**config.mk**
```make
export PLATFORM = sky130hd
export DESIGN_NAME = pixel_mem_sched_flat
export DESIGN_NICKNAME = d
export VERILOG_FILES = /design/src/rtl/pixel_mem_sched_if.sv /design/src/rtl/pixel_mem_sched.sv /design/src/flat_wrapper.sv
export SDC_FILE = /design/constraint.sdc
export NUM_CORES = 1
export LEC_CHECK = 0
export CORE_MARGIN = 4
export CORE_UTILIZATION = 25
export DETAILED_ROUTE_END_ITERATION = 16
export DONT_BUFFER_PORTS = 1
export GPL_TIMING_DRIVEN = 0
export MAX_ROUTING_LAYER = met4
export PLACE_DENSITY = 0.38
export SLEW_MARGIN = 25
export SYNTH_ARGS = -nofsm -noshare
export SYNTH_HDL_FRONTEND = slang
export SYNTH_SLANG_ARGS = --single-unit
```
**constraint.sdc**
```tcl
create_clock -name clk -period 3.9 [get_ports clk]
set_input_delay 0.585 -clock clk [delete_from_list [all_inputs] [get_ports clk]]
set_output_delay 0.585 -clock clk [all_outputs]
set_load 0.005 [all_outputs]
```
**src/rtl/pixel_mem_sched_if.sv**
```systemverilog
`default_nettype none
// ============================================================================
//  Module   : pixel_mem_sched_if
//  Brief    : Bundle of the CPU load port, the image stream port and the data
//             memory read port served by pixel_mem_sched.
//  Revision : 1.0  initial release
// ============================================================================
interface pixel_mem_sched_if;
    // CPU load path
    logic        cpu_req;
    logic [19:0] cpu_addr;
    logic        cpu_gnt;
    logic        cpu_rvalid;
    logic [31:0] cpu_rdata;
    logic        cpu_err;
    // image streamer
    logic        str_start;
    logic [19:0] str_base;
    logic [19:0] str_len;
    logic        str_busy;
    logic        str_err;
    logic        str_done;
    logic        str_valid;
    logic        str_ready;
    logic [7:0]  str_data;
    // data memory read port
    logic [19:0] mem_addr;
    logic [31:0] mem_rdata;

    // Requester / memory side
    modport master (
        output cpu_req, cpu_addr,
        input  cpu_gnt, cpu_rvalid, cpu_rdata, cpu_err,
        output str_start, str_base, str_len, str_ready,
        input  str_busy, str_err, str_done, str_valid, str_data,
        input  mem_addr,
        output mem_rdata
    );

    // Scheduler side
    modport slave (
        input  cpu_req, cpu_addr,
        output cpu_gnt, cpu_rvalid, cpu_rdata, cpu_err,
        input  str_start, str_base, str_len, str_ready,
        output str_busy, str_err, str_done, str_valid, str_data,
        output mem_addr,
        input  mem_rdata
    );
endinterface
`default_nettype wire

```
**src/rtl/pixel_mem_sched.sv**
```systemverilog
`default_nettype none
// ============================================================================
//  Module   : pixel_mem_sched
//  Brief    : Read-port scheduler for the banked image memory. Arbitrates the
//             single combinational read port between CPU random loads and a
//             sequential burst streamer with a small output FIFO. Two-cycle
//             latency: grant -> registered mem_addr -> sampled mem_rdata.
//  Revision : 1.0  initial release
// ============================================================================
module pixel_mem_sched #(
    parameter int MEM_DEPTH  = 307200,
    parameter int FIFO_DEPTH = 4
) (
    input  wire logic         clk,
    input  wire logic         rst_n,
    pixel_mem_sched_if.slave  bus
);

    localparam logic [20:0]   C_MEM_DEPTH = 21'(MEM_DEPTH);
    localparam int            AW          = (FIFO_DEPTH > 1) ? $clog2(FIFO_DEPTH) : 1;
    localparam int            CW          = $clog2(FIFO_DEPTH + 1);
    localparam logic [AW-1:0] C_LAST_SLOT = AW'(FIFO_DEPTH - 1);
    localparam logic          C_OWNER_CPU = 1'b0;
    localparam logic          C_OWNER_STR = 1'b1;

    typedef enum logic [1:0] {
        S_IDLE  = 2'd0,
        S_RUN   = 2'd1,
        S_DRAIN = 2'd2
    } str_state_t;

    // streamer FSM state (owned by the single FSM always_ff)
    str_state_t  state_q;
    logic [19:0] ptr_q;
    logic [19:0] remaining_q;
    logic        str_done_q;
    logic        str_err_q;

    // arbitration / pipeline
    logic        last_owner_q, last_owner_d;
    logic [19:0] mem_addr_q,   mem_addr_d;
    logic        p1_cpu_q,     p1_cpu_d;
    logic        p1_err_q,     p1_err_d;
    logic        p1_str_q,     p1_str_d;
    logic        cpu_rvalid_q, cpu_rvalid_d;
    logic        cpu_err_q,    cpu_err_d;
    logic [31:0] cpu_rdata_q,  cpu_rdata_d;

    // stream output FIFO
    logic [7:0]    fifo_mem_q [FIFO_DEPTH];
    logic [7:0]    fifo_mem_d [FIFO_DEPTH];
    logic [AW-1:0] wr_ptr_q,     wr_ptr_d;
    logic [AW-1:0] rd_ptr_q,     rd_ptr_d;
    logic [CW-1:0] fifo_count_q, fifo_count_d;

    logic        cpu_oor;
    logic        str_elig;
    logic        cpu_win;
    logic        str_win;
    logic        fifo_push;
    logic        fifo_pop;
    logic [20:0] start_sum;

    // Arbitration and issue: who owns the read port this cycle, and what gets registered
    always_comb begin
        cpu_oor   = {1'b0, bus.cpu_addr} >= C_MEM_DEPTH;
        start_sum = {1'b0, bus.str_base} + {1'b0, bus.str_len};
        // the in-flight stream read already has a FIFO slot reserved
        str_elig  = (state_q == S_RUN) &&
                    ((32'(fifo_count_q) + 32'(p1_str_q)) < 32'(FIFO_DEPTH));
        cpu_win   = bus.cpu_req && (!str_elig || (last_owner_q == C_OWNER_STR));
        str_win   = str_elig && !cpu_win;

        last_owner_d = last_owner_q;
        if (cpu_win) begin
            last_owner_d = C_OWNER_CPU;
        end else if (str_win) begin
            last_owner_d = C_OWNER_STR;
        end

        // an out-of-range CPU read keeps the memory address where it was
        mem_addr_d = mem_addr_q;
        if (cpu_win && !cpu_oor) begin
            mem_addr_d = bus.cpu_addr;
        end else if (str_win) begin
            mem_addr_d = ptr_q;
        end

        p1_cpu_d = cpu_win;
        p1_err_d = cpu_win && cpu_oor;
        p1_str_d = str_win;

        cpu_rvalid_d = p1_cpu_q;
        cpu_err_d    = p1_err_q;
        cpu_rdata_d  = (p1_cpu_q && !p1_err_q) ? bus.mem_rdata : 32'h0;
    end

    // Stream FIFO next state: stream reads land here one cycle after issue
    always_comb begin
        fifo_push = p1_str_q;
        fifo_pop  = (fifo_count_q != '0) && bus.str_ready;

        fifo_mem_d = fifo_mem_q;
        if (fifo_push) begin
            fifo_mem_d[wr_ptr_q] = bus.mem_rdata[7:0];
        end

        wr_ptr_d = wr_ptr_q;
        if (fifo_push) begin
            wr_ptr_d = (wr_ptr_q == C_LAST_SLOT) ? '0 : wr_ptr_q + AW'(1);
        end

        rd_ptr_d = rd_ptr_q;
        if (fifo_pop) begin
            rd_ptr_d = (rd_ptr_q == C_LAST_SLOT) ? '0 : rd_ptr_q + AW'(1);
        end

        case ({fifo_push, fifo_pop})
            2'b10:   fifo_count_d = fifo_count_q + CW'(1);
            2'b01:   fifo_count_d = fifo_count_q - CW'(1);
            default: fifo_count_d = fifo_count_q;
        endcase
    end

    // Datapath and FIFO registers
    always_ff @(posedge clk or negedge rst_n) begin
        if (!rst_n) begin
            last_owner_q <= C_OWNER_STR;
            mem_addr_q   <= '0;
            p1_cpu_q     <= 1'b0;
            p1_err_q     <= 1'b0;
            p1_str_q     <= 1'b0;
            cpu_rvalid_q <= 1'b0;
            cpu_err_q    <= 1'b0;
            cpu_rdata_q  <= '0;
            wr_ptr_q     <= '0;
            rd_ptr_q     <= '0;
            fifo_count_q <= '0;
            for (int i = 0; i < FIFO_DEPTH; i++) begin
                fifo_mem_q[i] <= '0;
            end
        end else begin
            last_owner_q <= last_owner_d;
            mem_addr_q   <= mem_addr_d;
            p1_cpu_q     <= p1_cpu_d;
            p1_err_q     <= p1_err_d;
            p1_str_q     <= p1_str_d;
            cpu_rvalid_q <= cpu_rvalid_d;
            cpu_err_q    <= cpu_err_d;
            cpu_rdata_q  <= cpu_rdata_d;
            wr_ptr_q     <= wr_ptr_d;
            rd_ptr_q     <= rd_ptr_d;
            fifo_count_q <= fifo_count_d;
            fifo_mem_q   <= fifo_mem_d;
        end
    end

    // Streamer FSM: accept/reject bursts, walk the address range, drain the FIFO
    always_ff @(posedge clk or negedge rst_n) begin
        if (!rst_n) begin
            state_q     <= S_IDLE;
            ptr_q       <= '0;
            remaining_q <= '0;
            str_done_q  <= 1'b0;
            str_err_q   <= 1'b0;
        end else begin
            str_done_q <= 1'b0;
            str_err_q  <= 1'b0;
            case (state_q)
                S_IDLE: begin
                    if (bus.str_start) begin
                        if (bus.str_len == '0) begin
                            str_done_q <= 1'b1;
                        end else if (start_sum > C_MEM_DEPTH) begin
                            str_err_q <= 1'b1;
                        end else begin
                            ptr_q       <= bus.str_base;
                            remaining_q <= bus.str_len;
                            state_q     <= S_RUN;
                        end
                    end
                end
                S_RUN: begin
                    if (str_win) begin
                        ptr_q       <= ptr_q + 20'd1;
                        remaining_q <= remaining_q - 20'd1;
                        if (remaining_q == 20'd1) begin
                            state_q <= S_DRAIN;
                        end
                    end
                end
                S_DRAIN: begin
                    // nothing issues here, so an empty FIFO next cycle means the
                    // final byte is being handed off right now
                    if (fifo_count_d == '0) begin
                        str_done_q <= 1'b1;
                        state_q    <= S_IDLE;
                    end
                end
                default: begin
                    state_q <= S_IDLE;
                end
            endcase
        end
    end

    assign bus.cpu_gnt    = cpu_win;
    assign bus.cpu_rvalid = cpu_rvalid_q;
    assign bus.cpu_err    = cpu_err_q;
    assign bus.cpu_rdata  = cpu_rdata_q;
    assign bus.str_busy   = (state_q != S_IDLE);
    assign bus.str_err    = str_err_q;
    assign bus.str_done   = str_done_q;
    assign bus.str_valid  = (fifo_count_q != '0);
    assign bus.str_data   = fifo_mem_q[rd_ptr_q];
    assign bus.mem_addr   = mem_addr_q;

endmodule
`default_nettype wire

```
**src/flat_wrapper.sv**
```systemverilog
// flat-port wrapper written by rule: the top's interface ports become plain ports
module pixel_mem_sched_flat 
#(
    parameter int MEM_DEPTH  = 307200,
    parameter int FIFO_DEPTH = 4
)
  (clk, rst_n, bus_cpu_req, bus_cpu_addr, bus_cpu_gnt, bus_cpu_rvalid, bus_cpu_rdata, bus_cpu_err, bus_str_start, bus_str_base, bus_str_len, bus_str_ready, bus_str_busy, bus_str_err, bus_str_done, bus_str_valid, bus_str_data, bus_mem_addr, bus_mem_rdata);
  pixel_mem_sched_if bus_i ();
  input  wire logic clk;
  input  wire logic rst_n;
  input wire logic [$bits(bus_i.cpu_req)-1:0] bus_cpu_req;
  input wire logic [$bits(bus_i.cpu_addr)-1:0] bus_cpu_addr;
  output wire logic [$bits(bus_i.cpu_gnt)-1:0] bus_cpu_gnt;
  output wire logic [$bits(bus_i.cpu_rvalid)-1:0] bus_cpu_rvalid;
  output wire logic [$bits(bus_i.cpu_rdata)-1:0] bus_cpu_rdata;
  output wire logic [$bits(bus_i.cpu_err)-1:0] bus_cpu_err;
  input wire logic [$bits(bus_i.str_start)-1:0] bus_str_start;
  input wire logic [$bits(bus_i.str_base)-1:0] bus_str_base;
  input wire logic [$bits(bus_i.str_len)-1:0] bus_str_len;
  input wire logic [$bits(bus_i.str_ready)-1:0] bus_str_ready;
  output wire logic [$bits(bus_i.str_busy)-1:0] bus_str_busy;
  output wire logic [$bits(bus_i.str_err)-1:0] bus_str_err;
  output wire logic [$bits(bus_i.str_done)-1:0] bus_str_done;
  output wire logic [$bits(bus_i.str_valid)-1:0] bus_str_valid;
  output wire logic [$bits(bus_i.str_data)-1:0] bus_str_data;
  output wire logic [$bits(bus_i.mem_addr)-1:0] bus_mem_addr;
  input wire logic [$bits(bus_i.mem_rdata)-1:0] bus_mem_rdata;
  assign bus_i.cpu_req = bus_cpu_req;
  assign bus_i.cpu_addr = bus_cpu_addr;
  assign bus_cpu_gnt = bus_i.cpu_gnt;
  assign bus_cpu_rvalid = bus_i.cpu_rvalid;
  assign bus_cpu_rdata = bus_i.cpu_rdata;
  assign bus_cpu_err = bus_i.cpu_err;
  assign bus_i.str_start = bus_str_start;
  assign bus_i.str_base = bus_str_base;
  assign bus_i.str_len = bus_str_len;
  assign bus_i.str_ready = bus_str_ready;
  assign bus_str_busy = bus_i.str_busy;
  assign bus_str_err = bus_i.str_err;
  assign bus_str_done = bus_i.str_done;
  assign bus_str_valid = bus_i.str_valid;
  assign bus_str_data = bus_i.str_data;
  assign bus_mem_addr = bus_i.mem_addr;
  assign bus_i.mem_rdata = bus_mem_rdata;
  pixel_mem_sched #(.MEM_DEPTH(MEM_DEPTH), .FIFO_DEPTH(FIFO_DEPTH)) u_core (.clk(clk), .rst_n(rst_n), .bus(bus_i));
endmodule
```
After elaboration in Yosys (flattened, before gate mapping)
Cells that the tools add are included.
Operators by class
  $lt $le $gt $ge: 6
  reductions and logical operators: 23
  bitwise gates (word level): 2
  add/subtract/negate cells: 8
  mux-type cells: 39
  equal/unequal tests: 13
Operators with widths (count)
  $mux W20: 10
  $pmux W20 S2: 2
  $bwmux W32: 1
  $lt A32 B3 Y1 const B: 1
  $mux W32: 1
  $mux W8: 3
  $add A20 B20 Y21: 1
  $gt A21 B19 Y1 const B: 1
  $add A20 B1 Y20 const B: 1
  $eq A20 B1 Y1 const B: 1
  $ge A20 B19 Y1 const B: 1
  $logic_not A20 Y1: 1
  $sub A20 B1 Y20 const B: 1
  $bmux W8 S2: 1
  $demux W8 S2: 1
  $mux W2: 8
  $mux W1: 9
  $eq A2 B2 Y1 const B: 4
  $logic_and A1 B1 Y1: 8
  $ne A2 B2 Y1 const B: 4
  $reduce_bool A2 Y1: 4
  $ge A3 B3 Y1 const B: 2
  $not A2 Y3: 2
  $pmux W2 S3: 1
  other kinds (16): 22
Word-level totals
  flip-flop bits (word level): 141
  input bits: 97
  logic and storage cells: 111

Depth between registers and ports, before layout
  depth after elaboration: 10
  mapped depth: 13
  mapped depth without buffers: 12

Worst setup path after synthesis
No wires, ideal clock.
  path type: input-to-reg
  start point: input bus_str_len[0]
  end point: register u_core.remaining_q[11]
  library setup time: 0.122 ns
  setup slack: 0.307 ns
  data required time: 3.778 ns
  path buffers: 1
  cell stages on the path: 12
  arrival time: 3.471 ns
  cell sequence: ha_1 -> fa_1 -> a211oi_1 -> o21ai_1 -> a41oi_2 -> and4b_1 -> a31oi_1 -> a2111oi_2 -> a211oi_4 -> a31o_2 -> buf_6 -> a32o_1
Between the ends
  cells in the longest elaborated chain, start to end: 4
  elaborated cells on any way between the ends: 6
Ends and longest elaborated chain
  from (decl): line flat_wrapper.sv:19  | input wire logic [$bits(bus_i.str_len)-1:0] bus_str_len;
  $add A20 B20 Y21: line pixel_mem_sched.sv:67  | start_sum = {1'b0, bus.str_base} + {1'b0, bus.str_len};
  $gt A21 B19 Y1: line pixel_mem_sched.sv:174  | end else if (start_sum > C_MEM_DEPTH) begin
  $ne A2 B2 Y1 (no source line)
  $reduce_and A5 Y1 (no source line) *
  to (signal assigned): line pixel_mem_sched.sv:178  | remaining_q <= bus.str_len;
  to (signal assigned): line pixel_mem_sched.sv:186  | remaining_q <= remaining_q - 20'd1;
  to (decl): line pixel_mem_sched.sv:35  | logic [19:0] remaining_q;
Every way passes the cells marked *; elsewhere a longest branch is shown, timed or not.
A chain may end at the register's enable or synchronous reset.

Worst setup path after layout
  start point: input bus_str_len[9]
  end point: register u_core.ptr_q[18]
Between the ends
  cells in the longest elaborated chain, start to end: 4
  elaborated cells on any way between the ends: 6
Ends and longest elaborated chain
  $add A20 B20 Y21: line pixel_mem_sched.sv:67
  $gt A21 B19 Y1: line pixel_mem_sched.sv:174
  $ne A2 B2 Y1 (no source line)
  $reduce_and A5 Y1 (no source line) *
  to (signal assigned): line pixel_mem_sched.sv:177  | ptr_q <= bus.str_base;
  to (signal assigned): line pixel_mem_sched.sv:185  | ptr_q <= ptr_q + 20'd1;
  to (decl): line pixel_mem_sched.sv:34  | logic [19:0] ptr_q;
Marks and branches as above.

==> flow_metrics.tcl <==
set metrics [dict create \
    cts.sinks 141 \
    drcViolationCount 0 \
    num_vias 7348 \
    slew_violations 0 \
    nets 1050 \
    crit_buf_inv 3 \
    leakage_nw 4.03 \
    cts_tree "yes" \
    ys_warn_count 0 \
    synth_adder_area_share_pct 4.74 \
    worst_slew_pin_slew_ps 951 \
    dp.cells 1349 \
    die-area_um2 37000 \
    synth_cell_types 72 \
    wl_um 32000 \
    path_cells "ha_1 > clkbuf_1 > nand2_1 > o221ai_1 > a21oi_1 > o311ai_1 > nor3b_1 > o211ai_2 > clkbuf_2 > buf_2 > nand4_1 > a221o_1" \
    ys_seq_elements 141 \
    fmax_ghz 0.274 \
    drive_above_1_share_pct 11.7 \
    async_reset_ff_share_pct 100 \
    clock_latency_ps 430 \
    worst-path-stages 12 \
    die_x_um 192 \
    pre_cts_slack_ps -493 \
    grt_pass1_wl_um 47700 \
    grt_max_degree 142 \
    fin_skew_ps 8.89 \
    synth_edf_count 0 \
    worstRegToRegCells 9 \
    area_delta_synth_final_pct 14.1 \
    ys_seq_area_share_pct 41.5 \
    start_util_pct 25.3 \
    grt_overflow 0 \
    hold_violations 0 \
    ctsHtreeMaxLevel 4 \
    setup_viol 0 \
    antenna_found_initial 0 \
    gp_congestion 0.823 \
    clk_pin_slew_ps 60 \
    worst-path-max-fanout 10 \
    ios 164 \
    fp.dieH_um 192 \
    numCtsBuffers 17 \
    max_slew_margin_pct 36.0 \
    cpPeakStageDelay_ps 460 \
    rows 67 \
    synth_compound_area_share_pct 20.3 \
    synthMuxAreaShare_pct 7.33 \
    diodes 0 \
    netlist_instances 901 \
    syn_avg_cell_area_um2 9.43 \
    criticalPathCategory "in2reg" \
    core-area_um2 33500 \
    vias_per_cell 5.31 \
    power_density_nw_per_um2 779 \
    cp.arrival_ps 3950 \
    drt-wirelength-per-cell_um 23.1 \
    synth_top_family_by_area "simple AND/OR/NAND/NOR gates" \
    syn_nets 1029 \
    cts_buffer_depth 2 \
    synth-simple-area-share_pct 20.6 \
    drtPass1Iterations 5 \
    track_usage_pct 17.6 \
    cts_root_buf "clkbuf_16" \
    dr.first_iter.drc_count 648 \
    setup_slack_ps 244 \
    hold_class "in2async" \
    synth_area_um2 8500 \
    post-route-period-util_pct 93.8 \
    min_period_ps 3660 \
    final_cell_count_no_fill 1383 \
    cpMaxStageDelayCell "o311ai_1" \
    rsz0062_at_grt "no" \
    postRouteAntennaNets 0 \
    ir_drop_mv 0.376 \
    grt_pass1_vias 7367 \
    end_kind "flop" \
    place_hpwl_um 23900 \
    status "finished clean" \
    numPortBuffers 0 \
    crit_family "compound AO/OA/AOI/OAI gates" \
    cp-start-kind "primary input" \
    synth_xor_area_share_pct 1.13 \
    synth_ff_type "dfrtp_1" \
    cp.required_ps 4200 \
    max-cap-violations 0 \
]
-- registers in the layout (all words and copies together), names as in the netlist --
register,cells
u_core.bus.str_done,1
u_core.bus.mem_addr,20
u_core.last_owner_q,1
u_core.bus.cpu_rvalid,1
u_core.remaining_q,20
u_core.bus.cpu_err,1
u_core.ptr_q,20
u_core.fifo_mem_q,32
u_core.rd_ptr_q,2
u_core.bus.cpu_rdata,32
u_core.cpu_err_d,1
u_core.cpu_rvalid_d,1
u_core.state_q,2
u_core.bus.str_err,1
u_core.fifo_count_q,3
u_core.fifo_push,1
u_core.wr_ptr_q,2
-- routing by layer --
layer	GRT usage [%]	wire length [µm]	vias to the layer above
li1	-	-	3413
met1	22.5	13800	3667
met2	26.8	14800	222
met3	4.23	2090	46
met4	7.16	1280	0
met5	-	0	-
-- metrics by stage --
stage	total power, mW	cell area (µm²)	hold slack, ps	utilization [%]	TNS, ps
after floorplan	4.78	8500	289	-	0
after global placement	5.94	9060	293	27.0	-15000
after detailed placement	5.93	9060	293	27.0	-14810
after CTS	7.63	9660	184	28.8	0
after global routing	8.13	9690	187	28.9	0
final	7.55	9690	137	28.9	0
-- power breakdown --
group,internal [mW],leakage [nW],switching (mW)
Sequential,2.08,1.74,0.543
Clock,0.900,0.284,0.719
Combinational,1.23,2.00,2.08
-- cell families after synthesis --
group                    count (synthesis)
buffers and inverters                   87
multiplexers                            48
AO/OA/AOI/OAI                          238
adder cells (fa/ha/maj)                 31
XOR/XNOR                                11
AND/OR/NAND/NOR                        345
flip-flops                             141
-- synthesized netlist by cell type, types with 27 or more instances --
cell | count | share of area, %
nand2_1 | 146 | 6.5
dfrtp_1 | 140 | 41
a21oi_1 | 50 | 2.9
nand4_1 | 46 | 3.4
clkbuf_1 | 39 | 1.7
o21ai_0 | 35 | 2.1
and2_1 | 34 | 2.5
mux2_2 | 33 | 4.4
ha_1 | 29 | 4.3
a22oi_1 | 28 | 2.5
nor2_1 | 28 | 1.2
inv_1 | 27 | 1.2
-- worst reg2reg max path, cell delays in order, from the launching register on --
cell	delay (ps)
dfrtp_1	460
nand2b_1	170
clkbuf_1	260
a311o_1	390
a21o_1	250
a21oi_1	390
clkbuf_1	470
buf_1	530
nand3_1	140
a32o_1	310
-- cells in the final DEF (no fill, tap or decap), types with 8 or more instances in the layout --
cell	n
a22oi_1	28
a221o_1	9
a21oi_1	50
o21ai_0	35
mux4_2	8
clkbuf_16	17
nand2b_1	8
mux2_2	33
a21o_1	11
ha_1	29
clkbuf_1	35
o31ai_1	18
a32o_1	11
nor4_1	10
and4_1	10
nand2_1	146
nand4_1	46
nand3_1	25
nor2_1	28
dfrtp_1	140
and2_1	34
inv_1	27
-- path summary, 6_finish.rpt --
kind | start | to | slack (ps)
setup / recovery | bus_str_len[9] | u_core.ptr_q[18]$_DFFE_PN0P_ | 240
hold / removal | rst_n | u_core.bus.cpu_rdata[31]$_DFF_PN0_ | 140
setup reg to reg | u_core.state_q[1]$_DFFE_PN0P_ | u_core.ptr_q[16]$_DFFE_PN0P_ | 420
hold reg to reg | u_core.cpu_rvalid_d$_DFF_PN0_ | u_core.bus.cpu_rvalid$_DFF_PN0_ | 370
max in group asynchronous | rst_n | u_core.ptr_q[10]$_DFFE_PN0P_ | 3130
min in group clk | bus_cpu_req | u_core.last_owner_q$_DFFE_PN1P_ | 210
-- final cells by class --
cell class / instances / area [µm²]
inverters: 27 / 101
flip-flops and latches: 141 / 3530
multi-input cells: 673 / 4620
well taps: 448 / 561
clock buffers: 17 / 425
plain buffers: 60 / 277
fillers: 3576 / 23800
repair buffers: 2 / 35.0
clock inverters: 15 / 149
-- repair_timing --
| item | 4_1_cts | 5_1_grt |
|---|---|---|
| pin swaps | 0 | 2 |
| endpoints found under the hold margin | 141 | 0 |
| gates cloned | 0 | 0 |
| gates resized for setup | 2 | 8 |
| setup endpoints to repair | 6 | 39 |
| hold buffers | 1 | 0 |
| buffers inserted | 0 | 1 |
Note: power is estimated with default switching activity, not from simulation.
